## config.mk

```make
export PLATFORM = sky130hd
export DESIGN_NAME = coin_acceptor
export DESIGN_NICKNAME = d
export VERILOG_FILES = /design/src/rtl/coin_acceptor.sv
export SDC_FILE = /design/constraint.sdc
export NUM_CORES = 1
export LEC_CHECK = 0
export CAP_MARGIN = 25
export CORE_ASPECT_RATIO = 1.75
export CORE_MARGIN = 3
export CORE_UTILIZATION = 40
export DETAILED_ROUTE_END_ITERATION = 16
export SKIP_CTS_REPAIR_TIMING = 1
export SYNTH_ARGS = -nofsm -noshare
export SYNTH_HDL_FRONTEND = slang
export SYNTH_HIERARCHICAL = 1
export SYNTH_SLANG_ARGS = --single-unit
```

## constraint.sdc

```tcl
create_clock -name clk -period 1.1 [get_ports clk]
set_clock_uncertainty 0.05 [all_clocks]
set_input_delay 0.11 -clock clk [delete_from_list [all_inputs] [get_ports clk]]
set_output_delay 0.11 -clock clk [all_outputs]
set_load 0.03 [all_outputs]
```

## src/rtl/coin_acceptor.sv

```systemverilog
// Coin-slot front end: synchronise, debounce and edge-detect two sensor lines,
// then serialise the coins onto a one-cycle code with a forced idle gap.

module coin_acceptor_chan #(
    parameter int unsigned DB_CYCLES = 16
) (
    input  logic clk,
    input  logic rst,
    input  logic raw,
    output logic rise
);

    localparam int unsigned CW = $clog2(DB_CYCLES + 1);
    localparam logic [CW-1:0] DB_LAST = CW'(DB_CYCLES - 1);

    logic          sync_a;
    logic          sync;
    logic          level;
    logic          level_d;
    logic [CW-1:0] cnt;

    always_ff @(posedge clk or posedge rst) begin
        if (rst) begin
            sync_a  <= 1'b0;
            sync    <= 1'b0;
            level   <= 1'b0;
            level_d <= 1'b0;
            cnt     <= '0;
        end else begin
            sync_a  <= raw;
            sync    <= sync_a;
            level_d <= level;
            if (sync == level) begin
                cnt <= '0;
            end else if (cnt == DB_LAST) begin
                // Counter would hit DB_CYCLES: accept the new level now
                level <= sync;
                cnt   <= '0;
            end else begin
                cnt <= cnt + 1'b1;
            end
        end
    end

    assign rise = level & ~level_d;

endmodule

module coin_acceptor #(
    parameter int unsigned DB_CYCLES  = 16,
    parameter int unsigned GAP_CYCLES = 4
) (
    input  logic       clk,
    input  logic       rst,
    input  logic       slot05_raw,
    input  logic       slot10_raw,
    output logic [1:0] coin,
    output logic       coin_lost
);

    localparam int unsigned GW = $clog2(GAP_CYCLES + 1);
    localparam logic [GW-1:0] GAP_LOAD = GW'(GAP_CYCLES);

    typedef enum logic {
        S_IDLE,
        S_GAP
    } state_t;

    state_t        state;
    state_t        state_next;
    logic [GW-1:0] gap;
    logic [GW-1:0] gap_next;
    logic [1:0]    coin_next;

    logic rise05;
    logic rise10;
    logic pending05;
    logic pending10;
    logic clr05;
    logic clr10;
    logic lost_next;

    coin_acceptor_chan #(.DB_CYCLES(DB_CYCLES)) u_ch05 (
        .clk  (clk),
        .rst  (rst),
        .raw  (slot05_raw),
        .rise (rise05)
    );

    coin_acceptor_chan #(.DB_CYCLES(DB_CYCLES)) u_ch10 (
        .clk  (clk),
        .rst  (rst),
        .raw  (slot10_raw),
        .rise (rise10)
    );

    // A new edge is only lost if the flag stays set this cycle
    assign lost_next = (rise05 & pending05 & ~clr05)
                     | (rise10 & pending10 & ~clr10);

    always_ff @(posedge clk or posedge rst) begin
        if (rst) begin
            pending05 <= 1'b0;
            pending10 <= 1'b0;
            coin_lost <= 1'b0;
        end else begin
            pending05 <= rise05 | (pending05 & ~clr05);
            pending10 <= rise10 | (pending10 & ~clr10);
            coin_lost <= lost_next;
        end
    end

    always_comb begin
        state_next = state;
        gap_next   = gap;
        coin_next  = 2'b00;
        clr05      = 1'b0;
        clr10      = 1'b0;
        unique case (state)
            S_IDLE: begin
                if (pending05) begin
                    coin_next  = 2'b01;
                    clr05      = 1'b1;
                    gap_next   = GAP_LOAD;
                    state_next = S_GAP;
                end else if (pending10) begin
                    coin_next  = 2'b10;
                    clr10      = 1'b1;
                    gap_next   = GAP_LOAD;
                    state_next = S_GAP;
                end
            end
            S_GAP: begin
                gap_next = gap - 1'b1;
                if (gap_next == '0) begin
                    state_next = S_IDLE;
                end
            end
        endcase
    end

    always_ff @(posedge clk or posedge rst) begin
        if (rst) begin
            state <= S_IDLE;
            gap   <= '0;
            coin  <= 2'b00;
        end else begin
            state <= state_next;
            gap   <= gap_next;
            coin  <= coin_next;
        end
    end

endmodule

```

=== Yosys cells after proc, flatten, opt, wreduce, memory -nomap -nowiden ===
Index checks and enable logic that the tools add are counted.

* Flip-flop bits (word level): 27
* Bits of input ports: 4
* Output and inout bits: 3

* $add $sub $neg: 3
* Equality and inequality tests: 5
* Mux-type cells: 18
* Bitwise logic cells: 18
* Reduce and logical (&&, ||, !) cells: 3

{| class="wikitable"
|+ Operator list
! cell !! number
|-
| two-way mux 5 bit || 4
|-
| adder 5 x 1 -> 5 bit, second input constant || 2
|-
| == test 5 x 4 -> 1 bit, second input constant || 2
|-
| AND 1 bit || 8
|-
| two-way mux 1 bit || 7
|-
| inverter 1 bit || 7
|-
| two-way mux 2 bit || 3
|-
| two-way mux 3 bit || 2
|-
| case mux 3 bit (2 select lines) || 1
|-
| AND reduction 2 bit || 2
|-
| zero test 3 bit || 1
|-
| != test 3 bit, second input constant || 1
|-
| bitwise OR 1 bit || 3
|-
| subtractor 3 x 1 -> 3 bit, second input constant || 1
|-
| == test 1 bit || 2
|-
| case mux 1 bit (2 select lines) || 1
|}

=== Depth between registers and ports, before layout ===
Gate-level depths: netlist (run 1).

* Depth after elaboration: 6
* Mapped depth: 4
* Depth with buffers taken out: 4

=== By module ===
The synthesis (run 1) kept the hierarchy.

{| class="wikitable"
|+ Modules (own cells, without submodules)
! module !! instances !! cells each !! area each (µm²) !! seq. area each (µm²)
|-
| coin_acceptor_chan || 2 || 26 || 342.8 || 225.2
|-
| coin_acceptor || 1 || 30 || 399.1 || 225.2
|}

=== Worst setup path before layout (run 1) ===
Ideal clock, no wire load.

* Path kind: reg-to-reg
* Start: register u_ch05.cnt[0]
* End: register u_ch05.level
* Library setup time: 127 ps
* Arrival time: 1,040 ps
* Path slack: -117 ps
* Cell stages (with the launch flop): 5
* Path buffers: 0
* Period minus slack after synthesis: 1,217 ps
* Cells stage by stage: dfrtp_1 -> ha_1 -> nand3_2 -> nor2_1 -> mux2_1

* Longest elaborated chain between the ends: 2

{| class="wikitable"
|+ Ends and longest elaborated chain
! element !! line !! text
|-
| start, declared || 20 || <nowiki>logic [CW-1:0] cnt;</nowiki>
|-
| start signal, assigned || 40 || <nowiki>cnt <= cnt + 1'b1;</nowiki>
|-
| == test 5 x 4 -> 1 bit || 35 || <nowiki>end else if (cnt == DB_LAST) begin</nowiki>
|-
| AND reduction 2 bit (no source line) || n/a ||
|-
| end signal, assigned || 37 || <nowiki>level <= sync;</nowiki>
|-
| end, declared || 18 || <nowiki>logic level;</nowiki>
|}

Every way passes these cells.
A chain may end at the register's enable or synchronous reset.

=== Worst setup path after layout (run 1) ===
Same ends and word-level chain as after synthesis.

==> metrics.md, run 1 <==
| Metric | Value |
|---|---|
| H-tree levels | `1` |
| HPWL after DPL | `1210 um` |
| Slew Limit Fails | `0` |
| IO Count | `7` |
| Synth Area in Simple Gates | `0.134` |
| Die area | `3400 sq um` |
| Unrepaired setup endpoints after global routing | `true` |
| Post-Syn Nets | `90` |
| Placed Cells | `125` |
| Final period utilization | `1.08` |
| Clock power share | `0.292` |
| Antenna viol nets, final | `0` |
| XOR/XNOR Fraction of Synth Area | `0.0565` |
| Vias in the first global route | `660` |
| Tmin final | `1190 ps` |
| Post-synth cell types | `27` |
| Clock-pin slew on the worst setup and hold paths | `100 ps` |
| Clock buffer depth | `2` |
| Primary FF master, synth | `dfrtp_1` |
| Post-synthesis mux area share | `0.0346` |
| Post-Synth Adder-Cell Area | `0.0461` |
| Pleak | `0.681 nW` |
| Status | `finished, violations left` |
| P per Cell Area | `1410 nW/um^2` |
| Initial DRC count | `14` |
| Largest family of logic cells by synthesized area | `simple AND/OR/NAND/NOR gates` |
| FF-to-FF path depth | `4` |
| Final GP Congestion | `0.708` |
| Hold WC Path Type | `in -> async` |
| Yosys reg bits | `27` |
| Initial DRT Pass Iterations | `2` |
| Total GRT Usage | `0.110` |
| Fin Hold WS | `96.5 ps` |
| Post-synthesis sequential area ratio | `0.623` |
| Core area | `2550 sq um` |
| Avg Cell Area, Syn | `13.2 sq um` |
| TritonCTS buffer count | `3` |
| Clock latency at the later pin of the worst-skew pair | `270 ps` |
| Async S/R FF share, synth | `1.00` |
| Post-synthesis compound-gate area fraction | `0.0715` |
| Synth top area share | `0.623` |
| Crit end category | `register` |
| Remaining global-route overflow | `0` |
| Ratio of cells with drive above 1 in the final layout | `0.427` |
| Synth Cell Area | `1080 sq um` |
| PortBufs | `6` |
| Clock sink total | `27` |
| WS Path Type | `reg -> reg` |
| Reg2reg start | `u_ch05/cnt[0]$_DFF_PP0_` |
| Starting Density | `0.425` |
| CTS tree | `done` |
| Crit path DAT | `1290 ps` |
| Crit Path Max Fanout | `2` |
| Final cell count without fillers | `129` |
| Max-Slew Margin vs Limit | `0.775` |
| Internal | `1.46 mW` |
| Final Setup Violations | `10` |
| Final Hold Fails | `0` |
| Nets | `112` |
| Row Count | `24` |
| Slew @ Worst Pin | `337 ps` |
| Failing checks | `setup timing` |
| First-pass GRT wire length | `2710 um` |
| Max-Cap Viols | `0` |
| Area leader, netlist | `dfrtp_1` |
| Top post-synthesis cells by area | `dfrtp_1, xor2_1, ha_1` |
| Data required, critical path | `1200 ps` |
| Cells after Synth | `82` |
| Post-synth EDFFs | `0` |
| Remaining DRCs | `0` |
| Final WL | `1600 um` |
| Net switching power | `0.455 mW` |
| Seq pwr share | `0.567` |
| Yosys warning count | `6` |
| Final WS setup | `-90.0 ps` |
| CTS Root Buffer Type | `clkbuf_8` |
| WL per Instance | `12.4 um` |
| R2R Setup Slk | `-90 ps` |
| Worst reg2reg endpoint | `u_ch05/level$_DFFE_PP0P_` |
| Die Height | `74.9 um` |
| Combinational Power Share | `0.142` |
| Most numerous cell in the Yosys netlist | `dfrtp_1` |
| Worst IR drop on VDD | `824 uV` |
| Ant diodes | `0` |
| Routed vias/inst | `5.09` |
| Fmax | `0.840 GHz` |
| Total Power | `1.91 mW` |
| Switching part of the total | `0.238` |
| Vias | `657` |
| Area Growth Syn to Fin | `25.3%` |
| Critical path startpoint category | `register` |
| Largest net degree at the start of global routing | `17` |
| Critical Path Start | `u_ch05/cnt[0]$_DFF_PP0_` |
| Commonest cells post-synth | `dfrtp_1, inv_1, nor2_1, xor2_1, ha_1` |
| Antenna violations before repair | `0` |
| Width of the chip | `45.4 um` |
[how the worst max path moves through the flow]
| stage | to | slack [ps] | cells past startpoint |
|---|---|---|---|
| floorplan | u_ch05/level$_DFFE_PP0P_ | -110 | 4 |
| global placement | u_ch05/level$_DFFE_PP0P_ | -90 | 4 |
| detailed placement | u_ch10/level$_DFFE_PP0P_ | -110 | 4 |
| CTS | u_ch05/level$_DFFE_PP0P_ | -130 | 4 |
| global route | u_ch10/level$_DFFE_PP0P_ | -160 | 4 |
| finish | u_ch05/level$_DFFE_PP0P_ | -90 | 4 |
[layout make-up]
type	instances	area [sq um]
clock buffers	3	41.3
clock inverters	1	7.51
fillers	224	1190
inverters	7	26.3
multi-input cells	47	429
flip-flops and latches	27	679
well taps	26	32.5
repair buffers	18	143
[power groups by stage]
stage	logic, mW	clock network, mW	registers, mW
detailed placement	0.253	0	1.10
finish	0.271	0.558	1.08
floorplan	0.160	0	1.10
CTS	0.254	0.575	1.08
global placement	0.245	0	1.10
global route	0.302	0.618	1.09
[cell usage in the layout (no fill, tap or decap), types with 2 or more instances in the layout]
cell type	count
dfrtp_1	24
and2_1	2
nor2b_4	2
nor2_2	4
nand3_1	2
ha_2	3
buf_4	15
mux2_4	3
clkdlybuf4s50_1	3
nor2_1	4
and3_1	2
inv_1	6
clkbuf_8	3
nand3_2	2
xor2_1	5
dfrtp_2	3
[critical path, stage by stage (launching register included)]
cell     delay [ps]
dfrtp_1         360
ha_2            190
nand3_2          70
nor2_2          110
mux2_4          300
[stage by stage]
stage          TNS, ps  worst slack, ps  utilization  area (sq um)
2_1_floorplan     -222             -111            -          1090
3_3_place_gp      -324            -88.9        0.491          1250
3_5_place_dp      -472             -111        0.491          1250
4_1_cts           -638             -129        0.510          1300
5_1_grt          -1230             -163        0.532          1360
6_report          -454            -90.0        0.532          1360
[state kept, by name, summed over array words and instances, names as in the netlist, 2 cells and up]
name	count
u_ch10/cnt	5
gap	3
coin	2
u_ch05/cnt	5
[logic make-up after synthesis]
family / count (synthesis)
flops: 27
simple gates: 24
compound gates: 9
buf+inv: 8
xor+xnor: 7
fa+ha+maj: 4
mux: 3
[metal layers]
layer,track usage,share of wire,up-vias
met3,0.0311,0.034,2
met4,0.0489,0.0094,0
met1,0.111,0.40,333
li1,-,-,315
met5,0,0,-
met2,0.202,0.56,7
Note: power is estimated with default switching activity, not from simulation.
==> run 2: changes to the inputs <==
--- a/config.mk
+++ b/config.mk
@@ -6,9 +6,10 @@
 export NUM_CORES = 1
 export LEC_CHECK = 0
 export CAP_MARGIN = 25
-export CORE_ASPECT_RATIO = 1.75
+export CORE_ASPECT_RATIO = 0.9
 export CORE_MARGIN = 3
 export CORE_UTILIZATION = 40
+export CTS_BUF_LIST = sky130_fd_sc_hd__clkbuf_16
 export DETAILED_ROUTE_END_ITERATION = 16
 export SKIP_CTS_REPAIR_TIMING = 1
 export SYNTH_ARGS = -nofsm -noshare
==> metrics.md, run 2 (synthesis results as in run 1) <==
| Metric | Value |
|---|---|
| Status | `finished, violations left` |
| Failing checks | `setup timing` |
| Core area | `2510 sq um` |
| Crit-path max cell delay | `360 ps` |
| PortBufs | `6` |
| # fillers | `218` |
| WS Path Type | `reg -> reg` |
| Final Setup Violations | `7` |
| Clock-pin slew on the worst setup and hold paths | `70 ps` |
| Vias | `650` |
| Ratio of cells with drive above 1 in the final layout | `0.413` |
| Crit end category | `register` |
| Final WS setup | `-124 ps` |
| Starting Density | `0.432` |
| Critical Path Start | `u_ch10/cnt[0]$_DFF_PP0_` |
| CTS Root Buffer Type | `clkbuf_16` |
| Fmax | `0.817 GHz` |
| Die area | `3370 sq um` |
| Post-route cell area | `1410 sq um` |
| Clock latency at the later pin of the worst-skew pair | `260 ps` |
| Crit Path Max Fanout | `3` |
| Unrepaired setup endpoints after global routing | `true` |
| Final period utilization | `1.11` |
| Initial DRT Pass Iterations | `2` |
| Width of the chip | `60.9 um` |
| HPWL after DPL | `1180 um` |
| IO Count | `7` |
| Tmin final | `1220 ps` |
| Most common cell after layout, fill and taps aside | `dfrtp_1` |
| CP Cell Sequence | `ha_2 > nand3_4 > nor2_4 > mux2_4` |
| Slew @ Worst Pin | `342 ps` |
| Worst IR drop on VDD | `1020 uV` |
| Slew Limit Fails | `0` |
| First-pass GRT wire length | `2770 um` |
| TritonCTS buffer count | `3` |
| Crit path DAT | `1320 ps` |
| Row Count | `17` |
| Dpl cell area | `1240 sq um` |
| FF/Latch Area | `677 sq um` |
| Critical path startpoint category | `register` |
| Max-Slew Margin vs Limit | `0.772` |
| Antenna violations before repair | `0` |
| Most frequent cells in the layout | `dfrtp_1, buf_4, inv_1, xor2_1, nor2_1` |
| Final cell count without fillers | `132` |
| Vias in the first global route | `643` |
| Clock buffer depth | `2` |
| Ant diodes | `0` |
| Largest regs | `u_ch05/cnt x5, u_ch10/cnt x5, gap x3` |
| Max-Cap Viols | `0` |
| H-tree levels | `1` |
| P per Cell Area | `1550 nW/um^2` |
| Largest net degree at the start of global routing | `16` |
| Final Util | `0.560` |
| CTS tree | `done` |
| Placed Cells | `125` |
| Routed vias/inst | `4.92` |
| Total Power | `2.18 mW` |
| Pre-CTS setup slack | `-159 ps` |
| Remaining global-route overflow | `0` |
| Final WL | `1690 um` |
| Area Growth Syn to Fin | `29.6%` |
| Initial DRC count | `1` |
| Multi-input logic area | `434 sq um` |
| Hold WC Path Type | `in -> async` |
| Total GRT Usage | `0.112` |
| Pleak | `0.714 nW` |
| Data required, critical path | `1200 ps` |
| Clock sink total | `27` |
| Remaining DRCs | `0` |
| Final Hold Fails | `0` |
| Antenna viol nets, final | `0` |
| WL per Instance | `12.8 um` |
| Crit-path slowest cell | `dfrtp_1` |
| Final GP Congestion | `0.704` |
| Reg2reg start | `u_ch10/cnt[0]$_DFF_PP0_` |
| Die Height | `55.4 um` |
| Nets | `113` |
[run 2: cell types whose count changed in the layout (fill, tap and decap cells not counted), sizes merged]
cell,previous run,this run
clkinv,0,1
buf,15,16
clkinvlp,1,0
[run 2: final timing paths]
check | to | slack [ps] | cells after the start
min in group clk | u_ch10/sync_a$_DFF_PP0_ | 240 | 1
setup reg to reg | u_ch10/level$_DFFE_PP0P_ | -120 | 4
hold reg to reg | u_ch05/sync$_DFF_PP0_ | 310 | 0
setup / recovery | u_ch10/level$_DFFE_PP0P_ | -120 | 4
max in group asynchronous | state$_DFF_PP0_ | 600 | 2
hold / removal | u_ch10/level$_DFFE_PP0P_ | 130 | 2
[run 2: where the power goes]
part / leakage (nW) / internal (mW) / total, mW / switching, mW
Sequential: 0.359 / 1.05 / 1.09 / 0.0409
Clock: 0.0409 / 0.490 / 0.816 / 0.326
Combinational: 0.314 / 0.152 / 0.269 / 0.117
[run 2: routing by layer]
layer | GRT usage | part of all wire | vias to the layer above
li1 | - | - | 314
met2 | 0.163 | 0.47 | 9
met1 | 0.138 | 0.48 | 323
met4 | 0.0557 | 0.018 | 0
met3 | 0.0491 | 0.034 | 4
met5 | 0 | 0 | -
[run 2: area by class of cell]
class / instances / share of cell area
clock buffers: 3 / 0.0534
clock inverters: 1 / 0.00356
inverters: 7 / 0.0187
multi-input cells: 47 / 0.309
flip-flops and latches: 27 / 0.481
well taps: 28 / 0.0249
repair buffers: 19 / 0.109
[run 2: stage by stage]
stage	setup TNS, ps	hold WS (ps)
2_1_floorplan	-222	-112
3_5_place_dp	-468	297
5_1_grt	-1110	148
3_3_place_gp	-339	285
4_1_cts	-554	137
6_report	-432	127
[run 2: worst max-delay path, delay by kind of cell, from the launching register on]
| kind | cells | cell delay (ps) |
|---|---|---|
| flops | 1 | 360 |
| mux | 1 | 300 |
| fa+ha+maj | 1 | 210 |
| simple gates | 2 | 190 |
==> run 3: changes to the inputs <==
--- a/config.mk
+++ b/config.mk
@@ -11,6 +11,7 @@
 export CORE_UTILIZATION = 40
 export CTS_BUF_LIST = sky130_fd_sc_hd__clkbuf_16
 export DETAILED_ROUTE_END_ITERATION = 16
+export HOLD_SLACK_MARGIN = 0.08
 export SKIP_CTS_REPAIR_TIMING = 1
 export SYNTH_ARGS = -nofsm -noshare
 export SYNTH_HDL_FRONTEND = slang
==> results of run 3 <==
No change in the layout: final DEF, timing and power equal those of run 2.
